--- src/rtl/mul_share_ctrl.sv ---
// Round-robin arbiter and sequencer for a shared 32x32 signed shift-add multiplier.
// Optional build macro: MUL_EARLY_TERM_EN (stop iterating once the multiplier runs out of set bits).
module mul_share_ctrl #(
  parameter int NREQ = 2,
  parameter int IDW  = 3
) (
  input  logic                 clk,
  input  logic                 rst,
  input  logic [NREQ-1:0]      req_valid,
  input  logic [32*NREQ-1:0]   req_a,
  input  logic [32*NREQ-1:0]   req_b,
  output logic [NREQ-1:0]      req_ready,
  output logic                 resp_valid,
  input  logic                 resp_ready,
  output logic [63:0]          resp_data,
  output logic [IDW-1:0]       resp_id,
  output logic                 busy
);

  localparam int NSLOT = 2 ** IDW;

  typedef enum logic [1:0] {IDLE, RUN, FIX, DONE} state_t;

  state_t         r_state;
  logic [IDW-1:0] r_rr_ptr;
  logic           r_sign;
  logic [63:0]    r_m;
  logic [63:0]    r_p;
  logic [31:0]    r_r;
  logic [4:0]     r_cnt;
  logic           r_resp_valid;
  logic [63:0]    r_resp_data;
  logic [IDW-1:0] r_resp_id;

  // Requester inputs padded out to 2**IDW slots so an IDW-bit index is always in range.
  logic [NSLOT-1:0] w_valid_ext;
  logic [31:0]      w_a_ext [NSLOT];
  logic [31:0]      w_b_ext [NSLOT];

  generate
    for (genvar gi = 0; gi < NSLOT; gi++) begin : g_slot
      if (gi < NREQ) begin : g_live
        assign w_valid_ext[gi] = req_valid[gi];
        assign w_a_ext[gi]     = req_a[32*gi +: 32];
        assign w_b_ext[gi]     = req_b[32*gi +: 32];
      end else begin : g_pad
        assign w_valid_ext[gi] = 1'b0;
        assign w_a_ext[gi]     = 32'd0;
        assign w_b_ext[gi]     = 32'd0;
      end
    end
  endgenerate

  logic           w_found;
  logic [IDW-1:0] w_gnt_idx;
  logic [IDW:0]   w_sum;

  always_comb begin
    w_found   = 1'b0;
    w_gnt_idx = '0;
    w_sum     = '0;
    for (int k = 0; k < NREQ; k++) begin
      w_sum = {1'b0, r_rr_ptr} + (IDW+1)'(k);
      if (w_sum >= (IDW+1)'(NREQ)) begin
        w_sum = w_sum - (IDW+1)'(NREQ);
      end
      if (!w_found && w_valid_ext[w_sum[IDW-1:0]]) begin
        w_found   = 1'b1;
        w_gnt_idx = w_sum[IDW-1:0];
      end
    end
  end

  logic w_accept;
  assign w_accept = (r_state == IDLE) && w_found && !rst;

  generate
    for (genvar gi = 0; gi < NREQ; gi++) begin : g_ready
      assign req_ready[gi] = w_accept && (w_gnt_idx == IDW'(gi));
    end
  endgenerate

  logic [31:0]    w_sel_a;
  logic [31:0]    w_sel_b;
  logic [31:0]    w_abs_a;
  logic [31:0]    w_abs_b;
  logic [IDW-1:0] w_rr_next;
  assign w_sel_a   = w_a_ext[w_gnt_idx];
  assign w_sel_b   = w_b_ext[w_gnt_idx];
  // Magnitude of -2^31 wraps to 0x8000_0000, which is correct when read as unsigned.
  assign w_abs_a   = w_sel_a[31] ? (~w_sel_a + 32'd1) : w_sel_a;
  assign w_abs_b   = w_sel_b[31] ? (~w_sel_b + 32'd1) : w_sel_b;
  assign w_rr_next = (w_gnt_idx == IDW'(NREQ-1)) ? '0 : (w_gnt_idx + IDW'(1));

  logic [31:0] w_r_shift;
  logic [63:0] w_p_add;
  logic        w_run_last;
  assign w_r_shift = r_r >> 1;
  assign w_p_add   = r_r[0] ? (r_p + r_m) : r_p;
`ifdef MUL_EARLY_TERM_EN
  assign w_run_last = (w_r_shift == 32'd0) || (r_cnt == 5'd31);
`else
  assign w_run_last = (r_cnt == 5'd31);
`endif

  always_ff @(posedge clk) begin
    if (rst) begin
      r_state      <= IDLE;
      r_rr_ptr     <= '0;
      r_sign       <= 1'b0;
      r_m          <= '0;
      r_p          <= '0;
      r_r          <= '0;
      r_cnt        <= '0;
      r_resp_valid <= 1'b0;
      r_resp_data  <= '0;
      r_resp_id    <= '0;
    end else begin
      case (r_state)
        IDLE: begin
          if (w_accept) begin
            r_sign    <= w_sel_a[31] ^ w_sel_b[31];
            r_m       <= {32'd0, w_abs_a};
            r_r       <= w_abs_b;
            r_p       <= '0;
            r_cnt     <= '0;
            r_resp_id <= w_gnt_idx;
            r_rr_ptr  <= w_rr_next;
            r_state   <= RUN;
          end
        end
        RUN: begin
          r_p   <= w_p_add;
          r_m   <= r_m << 1;
          r_r   <= w_r_shift;
          r_cnt <= r_cnt + 5'd1;
          if (w_run_last) begin
            r_state <= FIX;
          end
        end
        FIX: begin
          // Negating a zero magnitude yields zero, so -0 results come out clean.
          r_resp_data  <= r_sign ? (~r_p + 64'd1) : r_p;
          r_resp_valid <= 1'b1;
          r_state      <= DONE;
        end
        DONE: begin
          if (resp_ready) begin
            r_resp_valid <= 1'b0;
            r_state      <= IDLE;
          end
        end
        default: r_state <= IDLE;
      endcase
    end
  end

  assign resp_valid = r_resp_valid;
  assign resp_data  = r_resp_data;
  assign resp_id    = r_resp_id;
  assign busy       = (r_state != IDLE);

endmodule

--- config.mk ---
export PLATFORM = sky130hd
export DESIGN_NAME = mul_share_ctrl
export DESIGN_NICKNAME = d
export VERILOG_FILES = /design/src/rtl/mul_share_ctrl.sv
export SDC_FILE = /design/constraint.sdc
export NUM_CORES = 1
export LEC_CHECK = 0
export ABC_AREA = 0
export CAP_MARGIN = 20
export CORE_MARGIN = 5
export CORE_UTILIZATION = 57
export DETAILED_ROUTE_END_ITERATION = 8
export PLACE_DENSITY = 0.78
export SETUP_SLACK_MARGIN = 0.15
export SKIP_LAST_GASP = 1
export SLEW_MARGIN = 10
export SYNTH_ARGS = -nofsm -noshare
export SYNTH_HDL_FRONTEND = slang
export SYNTH_SLANG_ARGS = --single-unit
--- constraint.sdc ---
create_clock -name clk -period 5.9 [get_ports clk]
set_input_delay 1.475 -clock clk [delete_from_list [all_inputs] [get_ports clk]]
set_output_delay 1.475 -clock clk [all_outputs]
set_load 0.02 [all_outputs]
* Yosys cells after proc, flatten, opt, wreduce, memory -nomap -nowiden
Index checks and enable logic that the tools add are counted.
Operators by class: order comparisons 5, bitwise gates (word level) 5, reductions and logical operators 17, add/sub/neg operators 9, equality and inequality tests 9, mux-type cells 35
Operators with widths (count):
- $mux W64 | 4
- $pmux W64 S2 | 2
- $mux W32 | 7
- $bmux W32 S3 | 2
- $add A32 B1 Y32 const B | 2
- $add A64 B1 Y64 const B | 1
- $add A64 B64 Y64 | 1
- $not A32 Y32 | 2
- $not A64 Y64 | 1
- $pmux W32 S2 | 1
- $mux W3 | 5
- $pmux W5 S2 | 1
- $lt A3 B4 Y1 const B | 2
- $ne A2 B2 Y1 const B | 4
- $pmux W2 S4 | 1
- $bmux W1 S3 | 2
- $mux W2 | 3
- $reduce_and A2 Y1 | 3
- $reduce_and A3 Y1 | 2
- $reduce_bool A2 Y1 | 3
- $sub A3 B2 Y3 const B | 2
- $add A5 B1 Y5 const B | 1
- $eq A5 B5 Y1 const B | 1
- $logic_and A1 B1 Y1 | 5
- 16 further kinds | 22
Word-level totals: flip-flop bits (word level) 239, output and inout bits 71

* Longest topological paths before layout
Gate-level depths: netlist (run 1).
depth in word-level cells 17, depth in mapped cells 22, depth with buffers taken out 17

* Worst setup path after synthesis (run 1)
Ideal clock, no wire load.
kind in2reg, from input port req_valid[1], to register r_r[28], path slack 0.622 ns, arrival 5.200 ns, library setup time 0.078 ns, stages 19, path buffers 4, data required time 5.822 ns, cells stage by stage mux2i_1 a21oi_2 and3_1 nor2_1 buf_2 buf_2 buf_2 buf_2 mux2i_1 ha_1 nand3b_1 nor4_1 o21ai_0 a222oi_1 nand4_1 o31ai_1 xor2_1 a21oi_1 nor3_1
On the way: longest elaborated chain between the ends 15, elaborated cells on any way between the ends 23, those cells by class 1 x add/sub; 1 x eq/ne; 14 x mux; 2 x bitwise; 5 x reduce/logical
Ends and longest elaborated chain:
- start: declaration | RTL line 9 | input logic [NREQ-1:0] req_valid,
- $bmux W1 S3 | RTL line 67 | if (!w_found && w_valid_ext[w_sum[IDW-1:0]]) begin
- $mux W1 (not written as such) | RTL line 67
- $mux W1 | RTL line 67
- $logic_not A1 Y1 | RTL line 67
- $logic_and A1 B1 Y1 | RTL line 67
- $mux W3 | RTL line 67
- $not A3 Y4 (not written as such) | RTL line 89 | assign w_sel_b = w_b_ext[w_gnt_idx];
- $bmux W32 S3 | RTL line 89
- $mux W32 (not written as such) (2 in a row) | RTL line 89
- $not A32 Y32 | RTL line 92 | assign w_abs_b = w_sel_b[31] ? (~w_sel_b + 32'd1) : w_sel_b;
- $add A32 B1 Y32 | RTL line 92
- $mux W32 | RTL line 92
- $mux W32 | RTL line 121 | if (w_accept) begin
- $pmux W32 S2 | RTL line 119 | case (r_state)
- end signal: assignment | RTL line 124 | r_r <= w_abs_b;
- end signal: assignment | RTL line 135 | r_r <= w_r_shift;
- end: declaration | RTL line 29 | logic [31:0] r_r;
Several ways; a longest one is shown, not always the timed one. The select of a mux whose other input is x is not followed. A chain may end at the register's enable or synchronous reset.

* Worst setup path in the final report (run 1)
from input port req_valid[1], to output port req_ready[1]
On the way: longest elaborated chain between the ends 9, elaborated cells on any way between the ends 14, those cells by class 1 x eq/ne; 8 x mux; 5 x reduce/logical
Ends and longest elaborated chain:
- branches (longest 8 deep; another with $bmux W1 S3)
- $logic_and A1 B1 Y1 (*) | RTL line 79 | assign req_ready[gi] = w_accept && (w_gnt_idx == IDW'(gi));
- end: declaration | RTL line 12 | output logic [NREQ-1:0] req_ready,
Every way passes the cells marked *. The select of a mux whose other input is x is not followed.

==> results of run 1 <==
## kinds of logic after synthesis
group / synth area share (%)
flip-flops: 28.7
adder cells (fa/ha/maj): 5.98
XOR/XNOR: 9.52
AO/OA/AOI/OAI: 24.9
AND/OR/NAND/NOR: 21.8
buffers and inverters: 3.88
multiplexers: 5.21
## worst paths after layout
path	from	endpoint	slack [ns]
worst max register to register	r_rr_ptr[0]$_SDFFE_PP0P_	r_r[28]$_SDFFE_PP0P_	1.31
worst min-delay path	resp_id[0]$_SDFFE_PP0P_	resp_id[0]$_SDFFE_PP0P_	0.46
worst max-delay path	req_valid[1]	req_ready[1]	0.73
worst min register to register	resp_id[0]$_SDFFE_PP0P_	resp_id[0]$_SDFFE_PP0P_	0.46
## through the flow
step	setup slack [ns]	hold WS (ns)	power [mW]	util [%]	cells
floorplan	0.622	0.436	4.59	-	2165
global placement	0.732	0.438	5.63	65.8	2636
detailed placement	0.603	0.439	5.70	65.8	2636
CTS	0.734	0.454	7.56	69.1	2682
global route	0.571	0.459	8.01	69.1	2682
finish	0.726	0.456	7.56	69.1	2682
## cell usage after synthesis, types with 20 or more instances
cell	n
sky130_fd_sc_hd__a21o_1	45
sky130_fd_sc_hd__ha_1	78
sky130_fd_sc_hd__dfxtp_1	239
sky130_fd_sc_hd__clkbuf_1	126
sky130_fd_sc_hd__nor2_1	231
sky130_fd_sc_hd__nor3_1	49
sky130_fd_sc_hd__mux2i_1	81
sky130_fd_sc_hd__a21oi_1	187
sky130_fd_sc_hd__nand3_1	114
sky130_fd_sc_hd__nand2_1	225
sky130_fd_sc_hd__a22o_1	20
sky130_fd_sc_hd__a211oi_1	77
sky130_fd_sc_hd__xnor2_1	71
sky130_fd_sc_hd__inv_1	23
sky130_fd_sc_hd__xor2_1	110
sky130_fd_sc_hd__o31ai_1	27
sky130_fd_sc_hd__o21ai_0	115
sky130_fd_sc_hd__o211ai_1	35
## critical path, stage by stage
cell and delay [ns]:
sky130_fd_sc_hd__clkdlybuf4s50_1 0.48, sky130_fd_sc_hd__mux2i_1 0.08, sky130_fd_sc_hd__a211o_1 0.33, sky130_fd_sc_hd__a21boi_0 0.15, sky130_fd_sc_hd__or3_1 0.39, sky130_fd_sc_hd__nor2b_1 0.18, sky130_fd_sc_hd__clkdlybuf4s50_1 0.63
## flip-flops by register name (all words and copies together), names as in the netlist
| register | flops |
|---|---|
| r_p | 64 |
| r_cnt | 5 |
| r_state | 2 |
| resp_valid | 1 |
| r_sign | 1 |
| r_r | 32 |
| resp_data | 64 |
| r_m | 64 |
| r_rr_ptr | 3 |
| resp_id | 3 |
## cells in the final DEF, fill, tap and decap left out, types with 16 or more instances in the layout
master / count
sky130_fd_sc_hd__a211oi_1: 77
sky130_fd_sc_hd__a21o_1: 45
sky130_fd_sc_hd__a21oi_1: 187
sky130_fd_sc_hd__a22o_1: 20
sky130_fd_sc_hd__a311oi_1: 19
sky130_fd_sc_hd__a31oi_1: 18
sky130_fd_sc_hd__and3_1: 16
sky130_fd_sc_hd__buf_4: 27
sky130_fd_sc_hd__clkbuf_16: 27
sky130_fd_sc_hd__clkdlybuf4s50_1: 202
sky130_fd_sc_hd__dfxtp_1: 238
sky130_fd_sc_hd__ha_1: 76
sky130_fd_sc_hd__inv_1: 23
sky130_fd_sc_hd__mux2i_1: 79
sky130_fd_sc_hd__nand2_1: 225
sky130_fd_sc_hd__nand3_1: 114
sky130_fd_sc_hd__nand4_1: 17
sky130_fd_sc_hd__nor2_1: 230
sky130_fd_sc_hd__nor3_1: 48
sky130_fd_sc_hd__nor4_1: 19
sky130_fd_sc_hd__o211ai_1: 35
sky130_fd_sc_hd__o21ai_0: 114
sky130_fd_sc_hd__o31ai_1: 27
sky130_fd_sc_hd__o41ai_1: 16
sky130_fd_sc_hd__xnor2_1: 71
sky130_fd_sc_hd__xor2_1: 110
## power by group
part / internal, mW / switching, mW
clock: 1.14 / 0.701
sequential: 1.96 / 0.267
combinational: 1.35 / 2.15
## metal layers
metal,GRT usage [%],vias up
met5,0,-
li1,-,8151
met1,42.1,7875
met4,9.31,0
met3,3.72,99
met2,48.7,665
## layout make-up
| type | instances | share of cell area, % |
|---|---|---|
| Multi-Input combinational cell | 1758 | 56.8 |
| Timing Repair Buffer | 232 | 11.4 |
| Clock buffer | 32 | 3.64 |
| Inverter | 23 | 0.434 |
| Clock inverter | 14 | 1.25 |
| Tap cell | 384 | 2.41 |
| Sequential cell | 239 | 24.1 |
==> impl_metrics.prom, run 1 <==
# TYPE chip_impl_metric gauge
chip_impl_metric{name="filler_cell_count",unit=""} 2416
chip_impl_metric{name="die-area",unit="mm²"} 0.0327
chip_impl_metric{name="syn_nets",unit=""} 2377
chip_impl_info{name="synth_area_leaders",value="sky130_fd_sc_hd__dfxtp_1 29%, sky130_fd_sc_hd__ha_1 5.9%, sky130_fd_sc_hd__xor2_1 5.8%"} 1
chip_impl_metric{name="grt_start_max_net_pins",unit=""} 100
chip_impl_metric{name="number_of_global_route_vias_before_repair",unit=""} 15882
chip_impl_metric{name="drt_first_iter_violations",unit=""} 1343
chip_impl_metric{name="fin_crit_sh",unit="%"} 87.7
chip_impl_metric{name="clock_sink_count",unit=""} 239
chip_impl_info{name="highest_signal_layer_in_the_routed_design",value="met4"} 1
chip_impl_metric{name="drt_drc_violations_left",unit=""} 0
chip_impl_metric{name="rows",unit=""} 62
chip_impl_metric{name="post_synth.cell_area_avg",unit="µm²"} 7.69
chip_impl_metric{name="finalSetupViolations",unit=""} 0
chip_impl_metric{name="critPathMaxFanout",unit=""} 3
chip_impl_metric{name="starting_utilization_of_the_core_area",unit="%"} 57.9
chip_impl_metric{name="synth-edff-count",unit=""} 0
chip_impl_metric{name="worst_ep_required_time",unit="ns"} 4.43
chip_impl_metric{name="fin_area",unit="mm²"} 0.0199
chip_impl_metric{name="wl_met1",unit="mm"} 23.1
chip_impl_metric{name="first_pass_grt_wire_length",unit="mm"} 83.4
chip_impl_metric{name="global_route.usage.total",unit="%"} 30.1
chip_impl_metric{name="maxSlewViolCount",unit=""} 0
chip_impl_info{name="outcome",value="complete, no violations"} 1
chip_impl_metric{name="timing_hold_violations_final",unit=""} 0
chip_impl_metric{name="nNetsFinal",unit=""} 2493
chip_impl_info{name="min_path_type",value="register to register"} 1
chip_impl_metric{name="worst_ir_drop_vdd",unit="V"} 0.000385
chip_impl_metric{name="cts-root-to-sink-buffers",unit=""} 3
chip_impl_info{name="synth_top_cell_by_area",value="sky130_fd_sc_hd__dfxtp_1"} 1
chip_impl_metric{name="max_slew_margin",unit="%"} 29.6
chip_impl_metric{name="vias",unit=""} 16790
chip_impl_metric{name="ant_nets",unit=""} 0
chip_impl_metric{name="post_cts_hold_buffer_count",unit=""} 0
chip_impl_metric{name="post_cts.resized_instances",unit=""} 0
chip_impl_metric{name="antenna_found_initial",unit=""} 0
chip_impl_metric{name="cts_post_setup_buffers_inserted",unit=""} 0
chip_impl_info{name="ys.flop_type",value="sky130_fd_sc_hd__dfxtp_1"} 1
chip_impl_metric{name="timing.final.crit_period",unit="ns"} 5.17
chip_impl_metric{name="detailroute.wirelength.met2",unit="mm"} 23.4
chip_impl_metric{name="max_cap_viol_count",unit=""} 0
chip_impl_metric{name="die_height",unit="µm"} 181
chip_impl_metric{name="maximum_clock_frequency",unit="MHz"} 193
chip_impl_info{name="crit_path_start_kind",value="input pin"} 1
chip_impl_metric{name="mappedNetlistArea",unit="mm²"} 0.0167
chip_impl_info{name="crit_path_end_kind",value="output port"} 1
chip_impl_metric{name="route.detailed.vias_per_inst",unit=""} 6.26
chip_impl_metric{name="multi_input_comb_area",unit="mm²"} 0.0113
chip_impl_metric{name="p_leak",unit="nW"} 7.97
chip_impl_metric{name="clock_buffers_created_by_tritoncts",unit=""} 27
chip_impl_metric{name="hold_depth",unit=""} 1
chip_impl_metric{name="layout_area_growth_over_synthesis",unit="%"} 19.4
chip_impl_metric{name="post_synthesis_cells",unit=""} 2165
chip_impl_metric{name="top_level_pins",unit=""} 204
chip_impl_metric{name="core",unit="mm²"} 0.0288
chip_impl_metric{name="seq_total_area_yosys",unit="%"} 28.7
chip_impl_info{name="unrepaired_setup_endpoints_after_global_routing",value="false"} 1
chip_impl_metric{name="post_drt_wl_per_cell",unit="µm"} 19.3
chip_impl_metric{name="pwr_density_cell",unit="mW/mm²"} 380
chip_impl_metric{name="placement.io_buffers",unit=""} 203
chip_impl_metric{name="cts.clk_slew.worst_paths",unit="ns"} 0.06
chip_impl_metric{name="finalWeightedCongestion",unit=""} 1.01
chip_impl_metric{name="clkLatencyLatePin",unit="ns"} 0.55
chip_impl_metric{name="grt_overflow",unit=""} 0
chip_impl_metric{name="arrival",unit="ns"} 3.70
chip_impl_metric{name="place.detailed.hpwl",unit="mm"} 38.7
chip_impl_metric{name="layout.area.seq",unit="mm²"} 0.00479
chip_impl_metric{name="met3WireLength",unit="mm"} 3.69
chip_impl_metric{name="tightest_slew",unit="ns"} 1.05
chip_impl_metric{name="synth.ff_latch_count",unit=""} 239
chip_impl_info{name="cts-root-buf",value="sky130_fd_sc_hd__clkbuf_16"} 1
chip_impl_metric{name="number_of_optimization_iterations_in_the_first_detailed_route_pass",unit=""} 6
chip_impl_metric{name="synth_warnings",unit=""} 0
chip_impl_metric{name="fraction_of_final_layout_cells_sized_beyond_drive_strength_1",unit="%"} 4.92
chip_impl_info{name="timing_worst_setup_path_type",value="input pin to output port"} 1
chip_impl_metric{name="synthArstFlopShare",unit="%"} 0
chip_impl_metric{name="dpl_cell_area",unit="mm²"} 0.0189
chip_impl_info{name="cts_tree",value="built"} 1
chip_impl_metric{name="post_synth_num_cell_types",unit=""} 73
chip_impl_metric{name="yosysTopAreaCellShare",unit="%"} 28.7
chip_impl_metric{name="wirelength",unit="mm"} 51.7
chip_impl_metric{name="die_x",unit="µm"} 181
chip_impl_metric{name="fin_worst_skew",unit="ns"} 0.0273
chip_impl_metric{name="antenna_cells",unit=""} 0
chip_impl_metric{name="r2r_depth",unit=""} 18
chip_impl_metric{name="timing.setup.tns",unit="ns"} 0
chip_impl_metric{name="cts-htree-levels",unit=""} 1
Note: power is estimated with default switching activity, not from simulation.
==> run 2: changes to the inputs <==
==> constraint.sdc (replaced) <==
create_clock -name clk -period 5.3 [get_ports clk]
set_input_delay 1.325 -clock clk [delete_from_list [all_inputs] [get_ports clk]]
set_output_delay 1.325 -clock clk [all_outputs]
set_load 0.02 [all_outputs]
==> run 2 against run 1 <==
Global-route usage increased by 0.99 points. Core utilization decreased by 0.23 points. Wire length increased by 2.6%. Non-clock buffer count increased by 5. Cell count increased by 0.37%. Die area unchanged. Clock-buffer cell count increased by 4. Total power increased by 8.9%. Design area decreased by 0.33%.
==> impl_metrics.prom, run 2 (synthesized netlist as in run 1, its figures left out) <==
# TYPE chip_impl_metric gauge
chip_impl_metric{name="critPathMaxFanout",unit=""} 3
chip_impl_metric{name="starting_utilization_of_the_core_area",unit="%"} 57.9
chip_impl_info{name="mostFrequentLayoutCell",value="sky130_fd_sc_hd__dfxtp_1"} 1
chip_impl_metric{name="tightest_slew",unit="ns"} 0.978
chip_impl_metric{name="number_of_optimization_iterations_in_the_first_detailed_route_pass",unit=""} 6
chip_impl_metric{name="vias",unit=""} 16921
chip_impl_metric{name="cts.clk_slew.worst_paths",unit="ns"} 0.06
chip_impl_info{name="crit_path_end_kind",value="output port"} 1
chip_impl_metric{name="placement.io_buffers",unit=""} 203
chip_impl_metric{name="wirelength",unit="mm"} 53.0
chip_impl_info{name="setup.worst_path.start",value="req_valid[1]"} 1
chip_impl_metric{name="cts_post_setup_buffers_inserted",unit=""} 0
chip_impl_metric{name="ant_nets",unit=""} 0
chip_impl_metric{name="timing.final.crit_period",unit="ns"} 4.88
chip_impl_metric{name="place_inst",unit=""} 2640
chip_impl_metric{name="antenna_found_initial",unit=""} 3
chip_impl_info{name="crit_top_cell",value="sky130_fd_sc_hd__clkdlybuf4s50_1"} 1
chip_impl_metric{name="worst_ep_required_time",unit="ns"} 3.97
chip_impl_info{name="critPathSlowestCell",value="sky130_fd_sc_hd__clkdlybuf4s50_1"} 1
chip_impl_info{name="cts_tree",value="built"} 1
chip_impl_metric{name="max_cap_viol_count",unit=""} 0
chip_impl_metric{name="clock_sink_count",unit=""} 239
chip_impl_metric{name="post_cts_hold_buffer_count",unit=""} 0
chip_impl_metric{name="route.detailed.vias_per_inst",unit=""} 6.29
chip_impl_metric{name="number_of_global_route_vias_before_repair",unit=""} 16189
chip_impl_info{name="final_cell_mix",value="238 x sky130_fd_sc_hd__dfxtp_1, 230 x sky130_fd_sc_hd__nor2_1, 225 x sky130_fd_sc_hd__nand2_1"} 1
chip_impl_metric{name="layout_setup_ws",unit="ns"} 0.421
chip_impl_info{name="min_path_type",value="register to register"} 1
chip_impl_metric{name="die_height",unit="µm"} 181
chip_impl_metric{name="grt_overflow",unit=""} 0
chip_impl_metric{name="finalWeightedCongestion",unit=""} 0.962
chip_impl_metric{name="die_x",unit="µm"} 181
chip_impl_metric{name="first_pass_grt_wire_length",unit="mm"} 86.3
chip_impl_metric{name="max_slew_margin",unit="%"} 34.6
chip_impl_metric{name="filler_cell_count",unit=""} 2400
chip_impl_metric{name="dpl_cell_area",unit="mm²"} 0.0189
chip_impl_metric{name="total_power",unit="mW"} 8.23
chip_impl_metric{name="place.detailed.hpwl",unit="mm"} 39.4
chip_impl_metric{name="global_route.usage.total",unit="%"} 31.1
chip_impl_metric{name="core",unit="mm²"} 0.0288
chip_impl_metric{name="maximum_clock_frequency",unit="MHz"} 205
chip_impl_metric{name="maxSlewViolCount",unit=""} 0
chip_impl_metric{name="fin_crit_sh",unit="%"} 92.1
chip_impl_metric{name="fin_area",unit="mm²"} 0.0198
chip_impl_info{name="timing_worst_setup_path_type",value="input pin to output port"} 1
chip_impl_metric{name="post_cts.resized_instances",unit=""} 0
chip_impl_metric{name="clkLatencyLatePin",unit="ns"} 0.56
chip_impl_metric{name="fraction_of_final_layout_cells_sized_beyond_drive_strength_1",unit="%"} 5.12
chip_impl_metric{name="slowest_delay",unit="ns"} 0.63
chip_impl_metric{name="grt_start_max_net_pins",unit=""} 115
chip_impl_metric{name="drt_drc_violations_left",unit=""} 0
chip_impl_metric{name="hold-worst-slack",unit="ns"} 0.453
chip_impl_info{name="cts-root-buf",value="sky130_fd_sc_hd__clkbuf_16"} 1
chip_impl_metric{name="rows",unit=""} 62
chip_impl_metric{name="pre_cts_ws",unit="ns"} 0.344
chip_impl_metric{name="nNetsFinal",unit=""} 2498
chip_impl_metric{name="die-area",unit="mm²"} 0.0327
chip_impl_metric{name="fin_worst_skew",unit="ns"} 0.0354
chip_impl_info{name="path_delay_family",value="buffers and inverters"} 1
chip_impl_metric{name="layout_area_growth_over_synthesis",unit="%"} 19.0
chip_impl_metric{name="post_drt_wl_per_cell",unit="µm"} 19.7
chip_impl_metric{name="pwr_density_cell",unit="mW/mm²"} 415
chip_impl_metric{name="drt_first_iter_violations",unit=""} 1535
chip_impl_metric{name="cts-htree-levels",unit=""} 1
chip_impl_info{name="critical_path.cell_chain",value="clkdlybuf4s50_1 -> mux2i_1 -> a211o_1 -> a21boi_0 -> or3_1 -> nor2b_1 -> clkdlybuf4s50_1"} 1
chip_impl_info{name="unrepaired_setup_endpoints_after_global_routing",value="false"} 1
chip_impl_metric{name="clock_buffers_created_by_tritoncts",unit=""} 27
chip_impl_metric{name="post-route-util",unit="%"} 68.9
chip_impl_metric{name="timing_hold_violations_final",unit=""} 0
chip_impl_metric{name="timing.setup.tns",unit="ns"} 0
chip_impl_metric{name="top_level_pins",unit=""} 204
chip_impl_metric{name="finalSetupViolations",unit=""} 0
chip_impl_info{name="critical_path.reg2reg.startpoint",value="r_p[0]$_SDFFE_PP0P_"} 1
chip_impl_metric{name="post_layout_nonfiller_instances",unit=""} 2692
chip_impl_metric{name="p_leak",unit="nW"} 7.96
chip_impl_metric{name="critical_path.n_buffers_inverters",unit=""} 2
chip_impl_metric{name="cts-root-to-sink-buffers",unit=""} 3
chip_impl_metric{name="worst_ir_drop_vdd",unit="V"} 0.000389
chip_impl_info{name="crit_path_start_kind",value="input pin"} 1
chip_impl_info{name="min-delay-start",value="resp_id[0]$_SDFFE_PP0P_"} 1
chip_impl_info{name="outcome",value="complete, no violations"} 1
chip_impl_metric{name="arrival",unit="ns"} 3.55
[run 2: worst paths after layout]
| path | end | slack (ns) | depth (start not counted) |
|---|---|---|---|
| setup / recovery | req_ready[1] | 0.42 | 7 |
| hold / removal | resp_id[0]$_SDFFE_PP0P_ | 0.45 | 1 |
| setup reg to reg | r_p[40]$_SDFFE_PP0P_ | 0.75 | 12 |
| hold reg to reg | resp_id[0]$_SDFFE_PP0P_ | 0.45 | 1 |
[run 2: per-layer routing]
layer  routed length (µm)  vias up  global-route usage, %  share of wire [%]
li1                     -     8153                      -                  -
met1                22900     7949                   42.6                 43
met2                24400      713                   51.0                 46
met3                 4290      102                   5.03                8.1
met4                 1420        4                   8.44                2.7
met5                   27        -                      0              0.051
[run 2: report_power, final]
| group | total, mW | leakage [nW] | switching [mW] | internal [mW] |
|---|---|---|---|---|
| clock | 1.82 | 0.426 | 0.778 | 1.04 |
| combinational | 3.93 | 5.59 | 2.43 | 1.50 |
| sequential | 2.48 | 1.94 | 0.299 | 2.18 |
| total | 8.23 | 7.96 | 3.51 | 4.72 |
[run 2: final cells by class]
type                            instances  area, µm²  area share (%)
Tap cell                              384        480            2.42
Antenna cell                            2       5.00          0.0252
Inverter                               23       86.3           0.435
Clock inverter                         13        108           0.543
Clock buffer                           36        749            3.78
Multi-Input combinational cell       1758      11300            57.0
Timing Repair Buffer                  237       2320            11.7
Sequential cell                       239       4790            24.1
